==> config.mk <==
export PLATFORM = sky130hd
export DESIGN_NAME = regfile_write_arbiter_flat
export DESIGN_NICKNAME = d
export VERILOG_FILES = /design/src/rtl/wb_arb_pkg.sv /design/src/rtl/regfile_write_arbiter_if.sv /design/src/rtl/wb_arb_fifo.sv /design/src/rtl/regfile_write_arbiter.sv /design/src/flat_wrapper.sv
export SDC_FILE = /design/constraint.sdc
export NUM_CORES = 1
export LEC_CHECK = 0
export CELL_PAD_IN_SITES_DETAIL_PLACEMENT = 0
export CELL_PAD_IN_SITES_GLOBAL_PLACEMENT = 2
export CORE_MARGIN = 8
export CORE_UTILIZATION = 31
export CTS_CLUSTER_DIAMETER = 120
export CTS_CLUSTER_SIZE = 20
export DETAILED_ROUTE_END_ITERATION = 16
export GPL_ROUTABILITY_DRIVEN = 0
export PLACE_DENSITY_LB_ADDON = 0.1
export SLEW_MARGIN = 20
export SYNTH_ARGS = -nofsm -noshare
export SYNTH_HDL_FRONTEND = slang
export SYNTH_HIERARCHICAL = 1
export SYNTH_SLANG_ARGS = --single-unit
==> constraint.sdc <==
create_clock -name Clk -period 3.4 [get_ports Clk]
set_clock_uncertainty 0.2 [all_clocks]
set_input_delay 0.34 -clock Clk [delete_from_list [all_inputs] [get_ports Clk]]
set_output_delay 0.34 -clock Clk [all_outputs]
set_load 0.05 [all_outputs]
==> src/rtl/wb_arb_pkg.sv <==
// Shared types, protected-register constants and helpers for the register-file write arbiter.
package wb_arb_pkg;

  typedef logic [4:0] reg_addr_t;

  localparam reg_addr_t REG_ZERO = 5'd0;
  localparam reg_addr_t REG_K0   = 5'd26;
  localparam reg_addr_t REG_K1   = 5'd27;

  // Bits 0, 26 and 27: registers that can never be written or marked busy.
  localparam logic [31:0] PROTECTED_MASK = 32'h0C00_0001;

  typedef struct packed {
    reg_addr_t   addr;
    logic [31:0] data;
  } wb_entry_t;

  function automatic logic is_writable(input reg_addr_t addr);
    return (addr != REG_ZERO) && (addr != REG_K0) && (addr != REG_K1);
  endfunction

endpackage

==> src/rtl/regfile_write_arbiter_if.sv <==
// Valid/ready handshake carrying long-latency (secondary) writeback results.
interface regfile_write_arbiter_if;
  import wb_arb_pkg::*;

  logic        L_Valid;
  logic        L_Ready;
  reg_addr_t   L_WAddr;
  logic [31:0] L_WData;

  modport master (output L_Valid, output L_WAddr, output L_WData, input L_Ready);
  modport slave  (input L_Valid, input L_WAddr, input L_WData, output L_Ready);

endinterface

==> src/rtl/wb_arb_fifo.sv <==
// In-order FIFO of pending secondary writes; wrap-bit pointers separate full from empty.
module wb_arb_fifo
  import wb_arb_pkg::*;
#(
  parameter int DEPTH = 2
) (
  input  logic      clk,
  input  logic      rst_n,
  input  logic      push,
  input  wb_entry_t push_entry,
  input  logic      pop,
  output wb_entry_t head,
  output logic      full,
  output logic      empty
);

  localparam int AW = $clog2(DEPTH);

  logic [AW:0] wr_ptr;
  logic [AW:0] rd_ptr;
  wb_entry_t   mem [DEPTH];

  assign empty = (wr_ptr == rd_ptr);
  assign full  = (wr_ptr[AW] != rd_ptr[AW]) && (wr_ptr[AW-1:0] == rd_ptr[AW-1:0]);
  assign head  = mem[rd_ptr[AW-1:0]];

  always_ff @(posedge clk or negedge rst_n) begin
    if (!rst_n) begin
      wr_ptr <= '0;
      rd_ptr <= '0;
    end else begin
      if (push && !full) wr_ptr <= wr_ptr + (AW+1)'(1);
      if (pop && !empty) rd_ptr <= rd_ptr + (AW+1)'(1);
    end
  end

  // NOTE: storage is deliberately not reset; the pointers alone decide which entries are valid.
  always_ff @(posedge clk) begin
    if (push && !full) mem[wr_ptr[AW-1:0]] <= push_entry;
  end

endmodule

==> src/rtl/regfile_write_arbiter.sv <==
// Merges pipeline writeback (primary) and buffered long-latency results onto the single
// register-file write port. Define WBARB_BYPASS_EN to let an idle cycle take a secondary beat directly.
module regfile_write_arbiter
  import wb_arb_pkg::*;
#(
  parameter int DEPTH        = 2,
  parameter int STARVE_LIMIT = 4
) (
  input  logic                    Clk,
  input  logic                    Rst_n,
  input  logic                    P_RegWrite,
  input  reg_addr_t               P_WAddr,
  input  logic [31:0]             P_WData,
  regfile_write_arbiter_if.slave  sec,
  input  logic                    Iss_Valid,
  input  reg_addr_t               Iss_WAddr,
  output logic [31:0]             Busy,
  output logic                    Stall_Req,
  output reg_addr_t               WAddr,
  output logic [31:0]             WData,
  output logic                    RegWrite
);

  localparam int CNT_W = $clog2(STARVE_LIMIT + 1);
  localparam logic [CNT_W-1:0] LIMIT = CNT_W'(STARVE_LIMIT);

  logic             fifo_full;
  logic             fifo_empty;
  wb_entry_t        head;
  logic             p_ok;
  logic             l_ok;
  logic             bypass;
  logic             push;
  logic             pop;
  logic [31:0]      busy_next;
  logic [CNT_W-1:0] starve_q;

  assign sec.L_Ready = !fifo_full;
  assign p_ok        = P_RegWrite && is_writable(P_WAddr);
  // Protected secondary beats still handshake; they are simply never stored.
  assign l_ok        = sec.L_Valid && sec.L_Ready && is_writable(sec.L_WAddr);

`ifdef WBARB_BYPASS_EN
  assign bypass = l_ok && fifo_empty && !p_ok;
`else
  assign bypass = 1'b0;
`endif

  assign push = l_ok && !bypass;
  assign pop  = !p_ok && !fifo_empty;

  wb_arb_fifo #(.DEPTH(DEPTH)) u_fifo (
    .clk        (Clk),
    .rst_n      (Rst_n),
    .push       (push),
    .push_entry ('{addr: sec.L_WAddr, data: sec.L_WData}),
    .pop        (pop),
    .head       (head),
    .full       (fifo_full),
    .empty      (fifo_empty)
  );

  // Clears are applied before the issue set so a same-cycle set wins.
  always_comb begin
    busy_next = Busy;
    if (pop)    busy_next[head.addr]    = 1'b0;
    if (bypass) busy_next[sec.L_WAddr]  = 1'b0;
    if (Iss_Valid && is_writable(Iss_WAddr)) busy_next[Iss_WAddr] = 1'b1;
    busy_next = busy_next & ~PROTECTED_MASK;
  end

  always_ff @(posedge Clk or negedge Rst_n) begin
    if (!Rst_n) begin
      WAddr     <= '0;
      WData     <= '0;
      RegWrite  <= 1'b0;
      Busy      <= '0;
      Stall_Req <= 1'b0;
      starve_q  <= '0;
    end else begin
      Busy <= busy_next;

      if (p_ok) begin
        RegWrite <= 1'b1;
        WAddr    <= P_WAddr;
        WData    <= P_WData;
      end else if (pop) begin
        RegWrite <= 1'b1;
        WAddr    <= head.addr;
        WData    <= head.data;
      end else if (bypass) begin
        RegWrite <= 1'b1;
        WAddr    <= sec.L_WAddr;
        WData    <= sec.L_WData;
      end else begin
        RegWrite <= 1'b0;
      end

      Stall_Req <= (starve_q == LIMIT);

      if (fifo_empty || pop)   starve_q <= '0;
      else if (starve_q != LIMIT) starve_q <= starve_q + CNT_W'(1);
    end
  end

endmodule

==> src/flat_wrapper.sv <==
// flat-port wrapper written by rule: the top's interface ports become plain ports
module regfile_write_arbiter_flat import wb_arb_pkg::*;
#(
  parameter int DEPTH        = 2,
  parameter int STARVE_LIMIT = 4
)
  (Clk, Rst_n, P_RegWrite, P_WAddr, P_WData, Iss_Valid, Iss_WAddr, Busy, Stall_Req, WAddr, WData, RegWrite, sec_L_Valid, sec_L_WAddr, sec_L_WData, sec_L_Ready);
  regfile_write_arbiter_if sec_i ();
  input  logic Clk;
  input  logic Rst_n;
  input  logic P_RegWrite;
  input  reg_addr_t P_WAddr;
  input  logic [31:0] P_WData;
  input  logic Iss_Valid;
  input  reg_addr_t Iss_WAddr;
  output logic [31:0] Busy;
  output logic Stall_Req;
  output reg_addr_t WAddr;
  output logic [31:0] WData;
  output logic RegWrite;
  input wire logic [$bits(sec_i.L_Valid)-1:0] sec_L_Valid;
  input wire logic [$bits(sec_i.L_WAddr)-1:0] sec_L_WAddr;
  input wire logic [$bits(sec_i.L_WData)-1:0] sec_L_WData;
  output wire logic [$bits(sec_i.L_Ready)-1:0] sec_L_Ready;
  assign sec_i.L_Valid = sec_L_Valid;
  assign sec_i.L_WAddr = sec_L_WAddr;
  assign sec_i.L_WData = sec_L_WData;
  assign sec_L_Ready = sec_i.L_Ready;
  regfile_write_arbiter #(.DEPTH(DEPTH), .STARVE_LIMIT(STARVE_LIMIT)) u_core (.Clk(Clk), .Rst_n(Rst_n), .P_RegWrite(P_RegWrite), .P_WAddr(P_WAddr), .P_WData(P_WData), .sec(sec_i), .Iss_Valid(Iss_Valid), .Iss_WAddr(Iss_WAddr), .Busy(Busy), .Stall_Req(Stall_Req), .WAddr(WAddr), .WData(WData), .RegWrite(RegWrite));
endmodule
## Word level (Yosys, flattened, before mapping)

Memory sizes are Yosys's and may differ from the RTL's.
Index checks and enable logic that the tools add are counted.

| cells by class | value |
|---|---|
| add/subtract/negate cells | 3 |
| $mul | 0 |
| div/mod/pow operators | 0 |
| order comparisons | 4 |
| equality and inequality tests | 11 |
| shift operators | 0 |
| muxes and demuxes | 16 |
| bitwise logic cells | 3 |
| reduce and logical (&&, ||, !) cells | 25 |

Operators with widths:

| operator | count |
|---|---|
| 32-bit 2-to-1 mux | 4 |
| 32-bit bitwise AND | 1 |
| 32-bit inverter | 1 |
| 32-bit OR | 1 |
| 5-bit != test, second input constant | 6 |
| 1-bit logical AND | 16 |
| 5-bit nonzero test | 3 |
| 5-bit by 6-bit less-than comparator with 1-bit output, second input constant | 2 |
| 1-bit demux with 5-bit select | 2 |
| 5-bit by 1-bit greater-or-equal comparator with 1-bit output, second input constant | 2 |
| 5-bit 2-to-1 mux | 2 |
| 1-bit 2-to-1 mux | 6 |
| 3-bit 2-to-1 mux | 2 |
| 2-bit by 1-bit adder with 2-bit output, second input constant | 2 |
| 2-bit nonzero test | 2 |
| 3-bit by 1-bit adder with 3-bit output, second input constant | 1 |
| 3-bit == test, second input constant | 1 |
| 1-bit zero test | 3 |
| 3-bit != test, second input constant | 1 |
| 2-bit == test | 1 |
| 1-bit == test | 1 |
| 1-bit logical OR | 1 |
| 1-bit != test | 1 |

| storage, ports and cells | value |
|---|---|
| bits in registers | 75 |
| latch bits | 0 |
| memory bits (writable) | 74 |
| bits in read-only memories | 0 |
| output and inout bits | 72 |
| memories | 1 |

Memory list:

| memory | words | width | read ports | clocked after memory_dff | wr ports | RTL line | source |
|---|---|---|---|---|---|---|---|
| u_core.u_fifo.mem | 2 | 37 | 1 | 0 | 1 | wb_arb_fifo.sv:21 | `wb_entry_t mem [DEPTH];` |

## Depth between registers and ports, before layout

An unclocked memory read counts as a cell.

| logic depth | value |
|---|---|
| word-level depth | 10 |
| gate-level depth with buffers | 9 |
| gate-level depth less buffers | 7 |

## Hierarchy

The synthesis kept the hierarchy.

By module, submodules not included:

| module | times used | cells an instance | area each (um^2) | seq. area each (um^2) |
|---|---|---|---|---|
| regfile_write_arbiter | 1 | 309 | 3703.6 | 1776.7 |
| wb_arb_fifo | 1 | 143 | 2961.6 | 2322.2 |

## Worst setup path after synthesis

Ideal clock, no wire load.

| timing path | value |
|---|---|
| kind | flip-flop to flip-flop |
| from | reg u_core.u_fifo.rd_ptr[0] |
| to | mem u_core/u_fifo/mem[1][0] (netlist name), enable pin |
| library setup time | 444 ps |
| data arrival time | 3384 ps |
| setup slack | -628 ps |
| stages on the path, launching flop included | 9 |
| cells stage by stage | dfrtp_1 -> buf_6 -> buf_8 -> xor2_1 -> nor2_1 -> inv_1 -> o211a_1 -> nand2_1 -> a21oi_1 |

| on the way | value |
|---|---|
| word-level cells in the longest chain between the ends | 8 |

RTL lines:

| item | RTL line | source |
|---|---|---|
| start: declaration | wb_arb_fifo.sv:20 | `logic [AW:0] rd_ptr;` |
| start signal: assignment | wb_arb_fifo.sv:33 | `if (pop && !empty) rd_ptr <= rd_ptr + (AW+1)'(1);` |
| 1-bit == test | wb_arb_fifo.sv:24 | `assign full = (wr_ptr[AW] != rd_ptr[AW]) && (wr_ptr[AW-1:0] == rd_ptr[AW-1:0]);` |
| 1-bit logical AND | wb_arb_fifo.sv:24 |  |
| via u_core.fifo_full | regfile_write_arbiter.sv:27 | `logic fifo_full;` |
| 1-bit zero test | regfile_write_arbiter.sv:38 | `assign sec.L_Ready = !fifo_full;` |
| via sec_L_Ready | flat_wrapper.sv:24 | `output wire logic [$bits(sec_i.L_Ready)-1:0] sec_L_Ready;` |
| 1-bit logical AND (2 in a row) | regfile_write_arbiter.sv:41 | `assign l_ok = sec.L_Valid && sec.L_Ready && is_writable(sec.L_WAddr);` |
| via u_core.l_ok | regfile_write_arbiter.sv:31 | `logic l_ok;` |
| 1-bit logical AND | wb_arb_fifo.sv:39 | `if (push && !full) mem[wr_ptr[AW-1:0]] <= push_entry;` |
| 1-bit 2-to-1 mux | wb_arb_fifo.sv:39 |  |
| 1-bit 2-to-1 mux (not written as such) | wb_arb_fifo.sv:39 |  |
| end: declaration | wb_arb_fifo.sv:21 |  |

The timed path passes the listed nets, and every way through them passes these cells.

## Worst setup path after layout

| timing path | value |
|---|---|
| from | reg u_core.u_fifo.wr_ptr[0] |
| to | out sec_L_Ready |

| on the way | value |
|---|---|
| word-level cells in the longest chain between the ends | 3 |

RTL lines:

| item | RTL line | source |
|---|---|---|
| start: declaration | wb_arb_fifo.sv:19 | `logic [AW:0] wr_ptr;` |
| start signal: assignment | wb_arb_fifo.sv:32 | `if (push && !full) wr_ptr <= wr_ptr + (AW+1)'(1);` |
| 1-bit == test | wb_arb_fifo.sv:24 |  |
| 1-bit logical AND | wb_arb_fifo.sv:24 |  |
| via u_core.fifo_full | regfile_write_arbiter.sv:27 |  |
| 1-bit zero test | regfile_write_arbiter.sv:38 |  |
| end: declaration | flat_wrapper.sv:24 |  |

The timed path passes the listed nets, and every way through them passes these cells.

==> impl_metrics.csv <==
group,metric,value,unit
setup_path,startpoint_type,"flop",
floorplan,start_util,0.316,
clock_network,insertion_delay,0.41,ns
drt,wl,17200,um
setup_path,critPathMaxFanout,8,
cells_and_area,fin_util,0.429,
sta,hold_ws,0.297,ns
floorplan,die_width,163,um
yosys,syn_area,6670,sq um
clock_network,cts_resized,0,
sta,min_period_over_period,0.818,
drt,viasPerCell,4.79,
yosys,synth-edff-count,74,
outcome,outcome,"complete, no violations",
clock_network,cts_tree,"built",
placed_design,place_hpwl,12100,um
cells_and_area,fin_nets,694,
yosys,syn_avg_cell_area,14.7,sq um
global_route,grt.total_usage,0.132,
power_and_ir_drop,cellPowerDensity,1080,nW/um^2
placed_design,io_buffers,152,
sta,finalSetupViolations,0,
cells_and_area,design_area,9040,sq um
global_route,grt_use_met3,0.0425,
worst_hold_path,min_path_type,"in -> reg",
drt,num_vias,4290,
global_route,top_usage_layer,"met2",
setup_path,crit_required,2.86,ns
cells_and_area,layout-drive-gt1-share,0.259,
clock_network,cts.sinks,149,
drt,drtAntennaViolNets,0,
drt,drt-wirelength-per-cell,19.2,um
sta,tightest_slew,0.873,ns
sta,slew_headroom,0.417,
sta,rsz0062_at_grt,"false",
global_route,grt_pass1_wl,26800,um
yosys,yosys_warnings,6,
setup_path,cp_cell_sequence,"xor2_1, nor2_1, inv_1, clkdlybuf4s50_1",
floorplan,die_area,26400,sq um
global_route,grt_overflow_total,0,
cells_and_area,final_common_cell,"clkdlybuf4s50_1",
setup_path,end_kind,"primary output",
cells_and_area,final_cell_mix,"clkdlybuf4s50_1 (151), mux2_2 (86), dfrtp_1 (74), edfxtp_1 (74), a21oi_1 (60)",
cells_and_area,area_delta_synth_final,35.6,%
clock_network,cts.clk_slew.worst_paths,0.06,ns
cells_and_area,diodes,0,
setup_path,path_class,"reg -> out",
clock_network,holdBufCountCts,1,
drt,drtIter0Drc,178,
yosys,synthArstFlopShare,0.503,
sta,final_hold_viol_count,0,
job,max_cap_viol_count,0,
sta,fmaxAchievable,0.360,GHz
floorplan,pin_count,156,
yosys,ys.flop_type,"dfrtp_1",
clock_network,cts_buffers,17,
setup_path,crit_slowest_cell,"clkdlybuf4s50_1",
yosys,synth_cell_types,45,
drt,drcViolationCount,0,
clock_network,cts_setup_buffers,0,
yosys,yosysSeqAreaShare,0.615,
global_route,antenna_found_initial,0,
floorplan,core_area,21100,sq um
clock_network,cts_buffer_depth,2,
global_route,grt_max_degree,76,
global_route,grtUsageMet1,0.150,
global_route,grt_pass1_vias,4731,
floorplan,die_height,163,um
sta,fin_tns_setup,0,ns
clock_network,htreeDepth,4,
floorplan,std_cell_rows,53,
global_route,met2_usage,0.235,
power_and_ir_drop,ir_worst_vdd,0.517,mV
yosys,synth-seq-cells,149,
clock_network,cts_root_buffer,"clkbuf_16",
yosys,synth_cells,452,
drt,firstDrtPassIters,4,
placed_design,dpl_cell_area,8450,sq um
power_and_ir_drop,leakage,3.33,nW
sta,layout_min_cycle_time,2.78,ns
setup_path,cp.arrival,2.24,ns
sta,drv_slew,0,
setup_path,crit_path_max_incr_delay,0.82,ns
==> per-stage QoR <==
step | power, mW | std cells | setup WS (ns)
after floorplan | 6.44 | 454 | 0.187
after global placement | 7.99 | 863 | 0.616
after detailed placement | 8.04 | 863 | 0.579
after CTS | 9.91 | 896 | 0.580
after global routing | 10.3 | 896 | 0.496
final | 9.75 | 896 | 0.620
==> sequential cells by signal, summed over array words and instances, names as in the netlist <==
name                  cells
u_core/starve_q           3
u_core/RegWrite           1
u_core/Stall_Req          1
u_core/Busy              29
u_core/WAddr              5
u_core/u_fifo/rd_ptr      2
u_core/u_fifo/mem        74
u_core/u_fifo/wr_ptr      2
u_core/WData             32
==> path summary, 6_finish.rpt <==
| check | from | to | slack, ns | depth (start not counted) |
|---|---|---|---|---|
| setup / recovery | u_core/u_fifo/wr_ptr[0] | sec_L_Ready | 0.62 | 4 |
| hold / removal | sec_L_WData[2] | u_core/u_fifo/mem[1][2] | 0.30 | 1 |
| setup reg to reg | u_core/u_fifo/rd_ptr[1] | u_core/WData[30] | 0.74 | 5 |
| hold reg to reg | u_core/Busy[5] | u_core/Busy[5] | 0.32 | 2 |
| max in group asynchronous | Rst_n | u_core/u_fifo/rd_ptr[0] | 2.10 | 2 |
| min in group asynchronous | Rst_n | u_core/starve_q[2] | 0.34 | 2 |
==> logic make-up (layout without fill, tap and decap cells) <==
family / Yosys count / in the layout / share of synthesized area
AO/OA/AOI/OAI: 101 / 101 / 0.0918
XOR/XNOR: 4 / 4 / 0.00638
adder cells (fa/ha/maj): 2 / 2 / 0.00375
buffers and inverters: 40 / 207 / 0.0417
flip-flops: 149 / 149 / 0.615
multiplexers: 113 / 113 / 0.196
other: 1 / 3 / 0.000563
AND/OR/NAND/NOR: 42 / 42 / 0.0447
==> cell usage after synthesis, types with 2 or more instances <==
cell / number / share of area
a211oi_1: 29 / 0.033
a21oi_1: 61 / 0.046
a31oi_1: 2 / 0.0019
and4b_1: 3 / 0.0045
buf_4: 3 / 0.0034
buf_6: 8 / 0.014
buf_8: 5 / 0.011
clkbuf_1: 20 / 0.011
dfrtp_1: 75 / 0.28
edfxtp_1: 74 / 0.33
ha_1: 2 / 0.0038
inv_1: 4 / 0.0023
mux2_1: 15 / 0.025
mux2_2: 86 / 0.15
mux2_4: 10 / 0.023
mux2i_1: 2 / 0.0030
nand2_1: 4 / 0.0023
nand3b_1: 5 / 0.0056
nor2_1: 4 / 0.0023
nor2b_1: 3 / 0.0028
nor3_1: 3 / 0.0023
nor4bb_1: 3 / 0.0045
o21ai_1: 3 / 0.0023
or3_1: 2 / 0.0019
or3b_2: 5 / 0.0066
xnor2_1: 2 / 0.0026
==> per-layer routing <==
layer,up-vias,share of wire
met5,-,0
met2,116,0.52
li1,2031,-
met1,2130,0.42
met4,0,0.0063
met3,13,0.055
==> final cells by class <==
class | count | area [sq um]
sequential | 149 | 4100
clock inverter | 15 | 153
tap | 275 | 344
inverter | 4 | 15.0
multi-input combinational | 265 | 2320
clock buffer | 17 | 425
fill | 1969 | 12000
timing repair buffer | 171 | 1680
==> worst max-delay path: cells and delay by family, from the launching register on <==
family                 cells  cell delay, ns
AND/OR/NAND/NOR            1            0.07
XOR/XNOR                   1            0.31
flip-flops                 1            0.52
buffers and inverters      2            0.93
==> report_power, final <==
part           total (mW)  internal [mW]  switching [mW]
Combinational        4.92           2.01            2.91
Clock                1.83           1.08           0.752
Sequential           3.00           2.65           0.355
Total                9.75           5.73            4.02
Note: power is estimated with default switching activity, not from simulation.
